==> src/rtl/window_builder.sv <==
// 3x3 sliding-window generator over a raster pixel stream, using two line buffers
// and a 3x3 shift register; emits one window per pixel once two full rows and columns are in.
module window_builder #(
  parameter int WIDTH  = 64,
  parameter int HEIGHT = 64
) (
  input  logic        clk,
  input  logic        nRst,
  input  logic        writeEnable,
  input  logic [7:0]  writeData,
  input  logic        frameStart,
  output logic [71:0] window,
  output logic        windowValid,
  output logic        frameDone
);

  localparam int COL_W = $clog2(WIDTH);
  localparam int ROW_W = $clog2(HEIGHT);
  localparam logic [COL_W-1:0] LAST_COL = COL_W'(WIDTH - 1);
  localparam logic [ROW_W-1:0] LAST_ROW = ROW_W'(HEIGHT - 1);

  logic [COL_W-1:0] col;
  logic [ROW_W-1:0] row;
  logic [COL_W-1:0] posCol;
  logic [ROW_W-1:0] posRow;

  logic [7:0] lb0 [WIDTH];
  logic [7:0] lb1 [WIDTH];
  logic [7:0] shiftReg [9];

  logic [7:0] topPix;
  logic [7:0] midPix;
  logic       lastCol;
  logic       lastRow;
  logic       inWindow;

  // frameStart redirects the current pixel to (0,0) without waiting a cycle
  always_comb begin
    posCol   = frameStart ? '0 : col;
    posRow   = frameStart ? '0 : row;
    topPix   = lb0[posCol];
    midPix   = lb1[posCol];
    lastCol  = (posCol == LAST_COL);
    lastRow  = (posRow == LAST_ROW);
    inWindow = (posCol >= COL_W'(2)) && (posRow >= ROW_W'(2));
  end

  always_ff @(posedge clk) begin
    if (writeEnable) begin
      lb0[posCol] <= midPix;
      lb1[posCol] <= writeData;
    end
  end

  always_ff @(posedge clk or negedge nRst) begin
    if (!nRst) begin
      col         <= '0;
      row         <= '0;
      windowValid <= 1'b0;
      frameDone   <= 1'b0;
      for (int k = 0; k < 9; k++) shiftReg[k] <= '0;
    end else begin
      windowValid <= writeEnable && inWindow;
      frameDone   <= writeEnable && lastCol && lastRow;
      if (writeEnable) begin
        for (int i = 0; i < 3; i++) begin
          shiftReg[3*i]   <= shiftReg[3*i+1];
          shiftReg[3*i+1] <= shiftReg[3*i+2];
        end
        shiftReg[2] <= topPix;
        shiftReg[5] <= midPix;
        shiftReg[8] <= writeData;
        if (!lastCol) begin
          col <= posCol + 1'b1;
          row <= posRow;
        end else begin
          col <= '0;
          row <= lastRow ? '0 : posRow + 1'b1;
        end
      end else if (frameStart) begin
        col <= '0;
        row <= '0;
      end
    end
  end

  for (genvar k = 0; k < 9; k++) begin : g_pack
    assign window[8*k +: 8] = shiftReg[k];
  end

endmodule

==> config.mk <==
export PLATFORM = sky130hd
export DESIGN_NAME = window_builder
export DESIGN_NICKNAME = d
export VERILOG_FILES = /design/src/rtl/window_builder.sv
export SDC_FILE = /design/constraint.sdc
export NUM_CORES = 1
export LEC_CHECK = 0
export ABC_AREA = 1
export CAP_MARGIN = 25
export CORE_ASPECT_RATIO = 1.1
export CORE_MARGIN = 1.5
export CORE_UTILIZATION = 60
export DETAILED_ROUTE_END_ITERATION = 12
export PLACE_DENSITY = 0.77
export RECOVER_POWER = 50
export SYNTH_ARGS = -nofsm -noshare
export SYNTH_HDL_FRONTEND = slang
export SYNTH_SLANG_ARGS = --single-unit
==> constraint.sdc <==
create_clock -name clk -period 3.98 [get_ports clk]
set_input_delay 0.398 -clock clk [delete_from_list [all_inputs] [get_ports clk]]
set_output_delay 0.398 -clock clk [all_outputs]
set_load 0.05 [all_outputs]
==> results of run 1 <==
-- per-layer routing --
layer	vias up	global-route usage
met3	338	0.0596
met2	1962	0.504
met1	15000	0.416
met4	4	0.154
li1	14200	-
met5	-	0
-- flip-flops by register name (all words and copies together), names as in the netlist --
signal       count
col              6
frameDone        1
lb0            512
lb1            512
row              6
window          72
windowValid      1
-- cell type report --
class | instances | area, µm² | area share
multi-input combinational | 2391 | 10200 | 0.197
sequential | 1110 | 32900 | 0.634
antenna | 1 | 2.50 | 0.0000482
inverter | 476 | 1790 | 0.0345
timing repair buffer | 255 | 2370 | 0.0456
clock buffer | 149 | 2880 | 0.0554
tap | 1026 | 1280 | 0.0247
clock inverter | 46 | 434 | 0.00836
-- timing repair --
action	in CTS	in global routing
resized for setup	0	0
hold endpoints to repair	60	0
hold buffers	2	0
-- critical path, cell delays in order --
cell and delay (ps):
dlygate4sd3_1 650, inv_1 500, nand2_1 350, inv_1 490
nand2_1 140, clkbuf_2 280, nor2_1 170, clkbuf_1 890
-- power by group through the flow --
stage / clock network [mW] / registers [mW] / logic, mW
global placement: 0 / 13.4 / 2.38
detailed placement: 0 / 13.4 / 2.43
global route: 10.2 / 13.2 / 2.59
floorplan: 0 / 13.8 / 1.00
finish: 9.72 / 13.2 / 2.42
CTS: 9.77 / 13.2 / 2.45
-- cells by family (layout without fill, tap and decap cells) --
kind of cell / after synthesis / in the layout / share of synthesized area
simple gates: 2180 / 2180 / 0.196
fa+ha+maj: 1 / 1 / 0.000273
flops: 1110 / 1110 / 0.718
compound gates: 208 / 208 / 0.0258
xor+xnor: 2 / 2 / 0.000382
buf+inv: 680 / 926 / 0.0590
other cells: 0 / 1 / 0
-- cell usage in the layout (no fill, tap or decap), types with 2 or more instances in the layout --
cell type and instances:
o211ai_1 51, o21ai_0 49, buf_12 35, buf_4 89, dlygate4sd3_1 72, or2_2 36, bufinv_16 7, nand4_1 24
clkbuf_1 74, nand3_1 476, nand2_1 1481, nand2_2 7, clkbuf_2 19, clkbuf_8 2, inv_1 473, nand2_8 2
a21oi_1 103, nor2_1 143, xor2_1 2, nor2_4 3, clkdlybuf4s50_1 5, nor2_2 4, clkbuf_16 108, dfrtp_1 86
inv_16 2, clkinv_2 16, edfxtp_1 1024, clkinv_1 18
-- final timing paths --
path                                  start         end  slack [ps]  cells after the start
worst max-delay path             frameStart   lb0[8][3]         370                      8
min in group asynchronous              nRst  window[30]         650                      2
worst min-delay path            writeEnable      col[1]         330                      4
worst min register to register   window[30]  window[30]         470                      2
worst max register to register       col[0]   lb0[1][4]         600                      8
max in group asynchronous              nRst  window[18]         820                      3
-- synthesized netlist by cell type, drive strengths merged --
| cell | count | area, µm² |
|---|---|---|
| nand2 | 1490 | 5610 |
| edfxtp | 1024 | 30700 |
| nand3 | 477 | 2390 |
| inv | 475 | 1780 |
| nor2 | 150 | 603 |
| buf | 129 | 633 |
| a21oi | 103 | 515 |
| dfrtp | 86 | 2150 |
| clkbuf | 75 | 282 |
| o211ai | 51 | 383 |
| o21ai | 51 | 259 |
| or2 | 36 | 225 |
| nand4 | 24 | 150 |
| xor2 | 2 | 17.5 |
| a221oi | 1 | 8.76 |
| clkinv | 1 | 3.75 |
| ha | 1 | 12.5 |
| nand3b | 1 | 7.51 |
| nor3 | 1 | 5.00 |
| nor4 | 1 | 6.26 |
| o21a | 1 | 7.51 |
| o22ai | 1 | 6.26 |
==> results.cfg, run 1 <==
[status]
status = finished with violations
failed_checks = max-capacitance violations, max-slew violations

[die]
pin_count = 86
coreArea_mm2 = 0.0757
rows = 106
fp.dieH_um = 293
die-area_mm2 = 0.0780
start_util = 0.605
fp.dieW_um = 266

[clock_network]
clk_latency_ps = 690
htree_levels = 3
cts_tree = done
clock_sink_count = 1110
cts_buffer_depth = 3
cts-root-buf = clkbuf_16
post_cts_buffers = 0
cts_made_buffers = 106
clk_pin_slew_ps = 60

[timing]
hold_viol = 0
finalCriticalPeriod_ps = 3610
worst_slew_pin_slew_ps = 3000
slew_headroom = -1.00
final_max_slew_viol_count = 707
setup_ws_ps = 367
timing.fmax_mhz = 277
fin_skew_ps = 24.9
tns_ps = 0
whs_ps = 327
min_period_over_period = 0.908
rsz0062_at_grt = false
setup_viol = 0

[synth]
synthesis.instances = 4181
synth-seq-area-share = 0.718
syn-num-nets = 4194
ys_warn_count = 0
synth.distinct_cells = 32
netlist_area_mm2 = 0.0458
postSynthAreaPerCell_um2 = 11.0
ys_seq_elements = 1110

[grt]
grt_pass1_vias = 30500
antenna_found_initial = 4
grt_max_degree = 110
grt_pass1_wl_mm = 182
grt_util_all_layers = 0.314
overflow = 0

[final_layout]
drive_gt1_frac = 0.0766
final_core_util = 0.685
syn2layout_area_growth_pct = 13.3
finalInstanceArea_mm2 = 0.0519
fill_cells = 5267
final_cells = 5454
nets = 4353

[pwr]
total_power_mw = 25.3
switchingPower_mw = 6.15
switching_share = 0.243
pwr_density_cell_mw_per_mm2 = 488
p_comb_frac = 0.096
peakVddDrop_v = 0.000326
clkPwrFrac = 0.384
power_frac_seq = 0.521
leakage_nw = 20.9
intPower_mw = 19.2

[routing]
vias = 31500
wl_per_cell_um = 22.2
route.met2.wl_mm = 57.6
remaining_drc_errors = 0
highest_layer = met5
viasPerCell = 5.77
drt_pass1_iterations = 6
drt_iter0_markers = 3907
wl_met3_mm = 13.9
drtAntennaViolNets = 0
wl_met1_mm = 43.8
wirelength_mm = 121

[placed_design]
dpl.cell_count = 5256
gp_congestion = 0.944
place_area_mm2 = 0.0488
dp_hpwl_mm = 71.2
portBuffers = 85
place_ws_ps = 368

[worst_setup_path]
worstPathArrival_ps = 3900
cp-start-kind = input pin
cp_max_fo = 16
critPathCaptureType = flop
cp.required_ps = 4260
worstSetupPathType = input pin to flop

[min_path]
min_path_type = input pin to flop

[job]
maxCapViolations = 17
Note: power is estimated with default switching activity, not from simulation.
==> inputs of run 2 (changes only) <==
--- a/config.mk
+++ b/config.mk
@@ -5,7 +5,7 @@
 export SDC_FILE = /design/constraint.sdc
 export NUM_CORES = 1
 export LEC_CHECK = 0
-export ABC_AREA = 1
+export ABC_AREA = 0
 export CAP_MARGIN = 25
 export CORE_ASPECT_RATIO = 1.1
 export CORE_MARGIN = 1.5
@@ -13,6 +13,7 @@
 export DETAILED_ROUTE_END_ITERATION = 12
 export PLACE_DENSITY = 0.77
 export RECOVER_POWER = 50
+export REMOVE_ABC_BUFFERS = 1
 export SYNTH_ARGS = -nofsm -noshare
 export SYNTH_HDL_FRONTEND = slang
 export SYNTH_SLANG_ARGS = --single-unit
==> run 2 against run 1 <==
The run still ends with max-capacitance violations, max-slew violations left. Maximum frequency fell by 7.0%. Synthesized cell count fell by 41%. Setup slack got worse by 270 ps. Clock skew rose by 6.4 ps. Sequential cell count did not move. Die area fell by 5.6%. Synthesized area fell by 5.7%. Cell area fell by 4.3%. Global-route usage rose by 2.9 points. Register-to-register slack got worse by 500 ps. Count of clock-buffer cells in the layout fell by 13. Worst hold slack got worse by 290 ps.
==> results.cfg, run 2 <==
[synth]
ys_warn_count = 0
ys_seq_elements = 1110
synth.distinct_cells = 77
async_flop_share = 0.0775
netlist_area_mm2 = 0.0432
synth_flop_cell = edfxtp_1
synth.most_common_cell = edfxtp_1
synth_edf_count = 1024
synthesis.instances = 2484
synth-seq-area-share = 0.762
synth_common_cells = 1,024 x edfxtp_1, 217 x mux2i_1, 162 x nor2_1
synth_top_area_frac = 0.712
postSynthAreaPerCell_um2 = 17.4
yosys-top-cells-area = edfxtp_1 71%, mux2i_1 5.0%, dfrtp_1 5.0%
yosysTopAreaCell = edfxtp_1

[clock_network]
cts_made_buffers = 103
cts_tree = done
clock_sink_count = 1110
clk_pin_slew_ps = 60
htree_levels = 3
post_cts_buffers = 0
cts-root-buf = clkbuf_16
clk_latency_ps = 680
cts_buffer_depth = 3

[final_layout]
regArea_mm2 = 0.0329
mostFrequentLayoutCell = edfxtp_1
nets = 2767
fill_cells = 4417
syn2layout_area_growth_pct = 15.0
drive_gt1_frac = 0.172
final_cell_mix = 1,024 x edfxtp_1, 216 x mux2i_1, 162 x nor2_1
multi_input_area_mm2 = 0.00957

[job]
maxCapViolations = 18

[worst_setup_path]
crit_buf_inv = 2
r2r_end = lb0[39][4]
cpMaxStageDelayCell = or4_4
rr_startpoint = col[0]
cp-start-kind = flop
worstSetupPathType = flop to flop
reg2regPathDepth = 7
critPathCaptureType = flop
cp_max_fo = 35
regToRegSetupSlack_ps = 100
cp.required_ps = 4380
worstPathArrival_ps = 4290
cp_num_cells = 7
path_cells = nor3_1, or2_2, buf_4, a2111oi_1, o22ai_1, or4_4, buf_12
cpPeakStageDelay_ps = 820
cp_top_family = simple AND/OR/NAND/NOR gates

[grt]
grt_util_all_layers = 0.343
grt_pass1_vias = 25500
grt_pass1_wl_mm = 179
overflow = 0
antenna_found_initial = 3
grt_max_degree = 84

[timing]
min_period_over_period = 0.976
final_max_slew_viol_count = 607
setup_ws_ps = 96.3
hold_viol = 0
setup_viol = 0
slew_headroom = -1.18
worst_slew_pin_slew_ps = 3270
fin_skew_ps = 31.3
finalCriticalPeriod_ps = 3880
rsz0062_at_grt = false
timing.fmax_mhz = 257

[status]
status = finished with violations
failed_checks = max-capacitance violations, max-slew violations

[min_path]
hold_depth = 2
min_path_type = input pin to flop
min_from = frameStart
hold-path-endpoint = col[2]

[pwr]
total_power_mw = 26.5
peakVddDrop_v = 0.000561
pwr_density_cell_mw_per_mm2 = 534
leakage_nw = 16.7

[placed_design]
place_ws_ps = -137
gp_congestion = 0.986
portBuffers = 85
dp_hpwl_mm = 78.9

[die]
pin_count = 86
coreArea_mm2 = 0.0715
die-area_mm2 = 0.0736
fp.dieH_um = 284
fp.dieW_um = 259
start_util = 0.604
rows = 103

[routing]
viasPerCell = 6.84
wl_per_cell_um = 33.0
drt_pass1_iterations = 6
drtAntennaViolNets = 0
vias = 25900
remaining_drc_errors = 0
wirelength_mm = 125
drt_iter0_markers = 3714
-- run 2: where the power goes --
group | switching, mW | total, mW | internal, mW | leakage [nW]
Sequential | 0.170 | 13.3 | 13.2 | 10.3
Combinational | 2.36 | 3.50 | 1.14 | 4.83
Clock | 4.20 | 9.67 | 5.47 | 1.64
-- run 2: per-layer routing --
| layer | GRT usage | wire [µm] | vias to the layer above |
|---|---|---|---|
| met1 | 0.451 | 42800 | 13000 |
| met2 | 0.537 | 58900 | 1942 |
| met3 | 0.0760 | 15300 | 412 |
| met5 | 0 | 0 | - |
| li1 | - | - | 10500 |
| met4 | 0.186 | 7800 | 0 |
-- run 2: area by class of cell --
type                       instances  area share
sequential                      1110       0.662
multi-input combinational       1208       0.193
timing repair buffer             324      0.0539
clock buffer                     136      0.0578
inverter                           7    0.000529
antenna                            1   0.0000504
tap                              945      0.0238
clock inverter                    52     0.00922
-- run 2: repair_timing --
action	4_1_cts	5_1_grt
setup endpoints to repair	18	112
resized for setup	1	3
pin swaps	0	1
hold endpoints to repair	76	0
hold buffers	1	0
-- run 2: logic make-up (layout without fill, tap and decap cells) --
logic type / count (synthesis) / after routing / share of synthesized area
XOR/XNOR: 11 / 11 / 0.00223
adder cells (fa/ha/maj): 1 / 1 / 0.000290
flip-flops: 1110 / 1110 / 0.762
other: 0 / 1 / 0
buffers and inverters: 166 / 519 / 0.0178
multiplexers: 374 / 374 / 0.100
AO/OA/AOI/OAI: 434 / 434 / 0.0733
AND/OR/NAND/NOR: 388 / 388 / 0.0446
-- run 2: how the worst max path moves through the flow --
stage	startpoint	end	slack [ps]
detailed placement	frameStart	lb0[39][4]	-140
global placement	frameStart	lb0[36][4]	20
global route	col[0]	lb0[1][1]	20
finish	col[0]	lb0[39][4]	100
floorplan	col[0]	window[46]	-10600
CTS	col[0]	lb0[1][1]	80
-- run 2: per-stage QoR --
step	TNS (ps)	std cells	area (µm²)	utilization	hold WS (ps)
3_5_place_dp	-4230	3592	46600	0.651	496
3_3_place_gp	0	3591	46500	0.651	489
2_1_floorplan	-	2325	42400	-	102
4_1_cts	0	3781	49900	0.698	19.6
6_report	0	3783	49700	0.695	34.3
5_1_grt	0	3782	49700	0.695	49.1
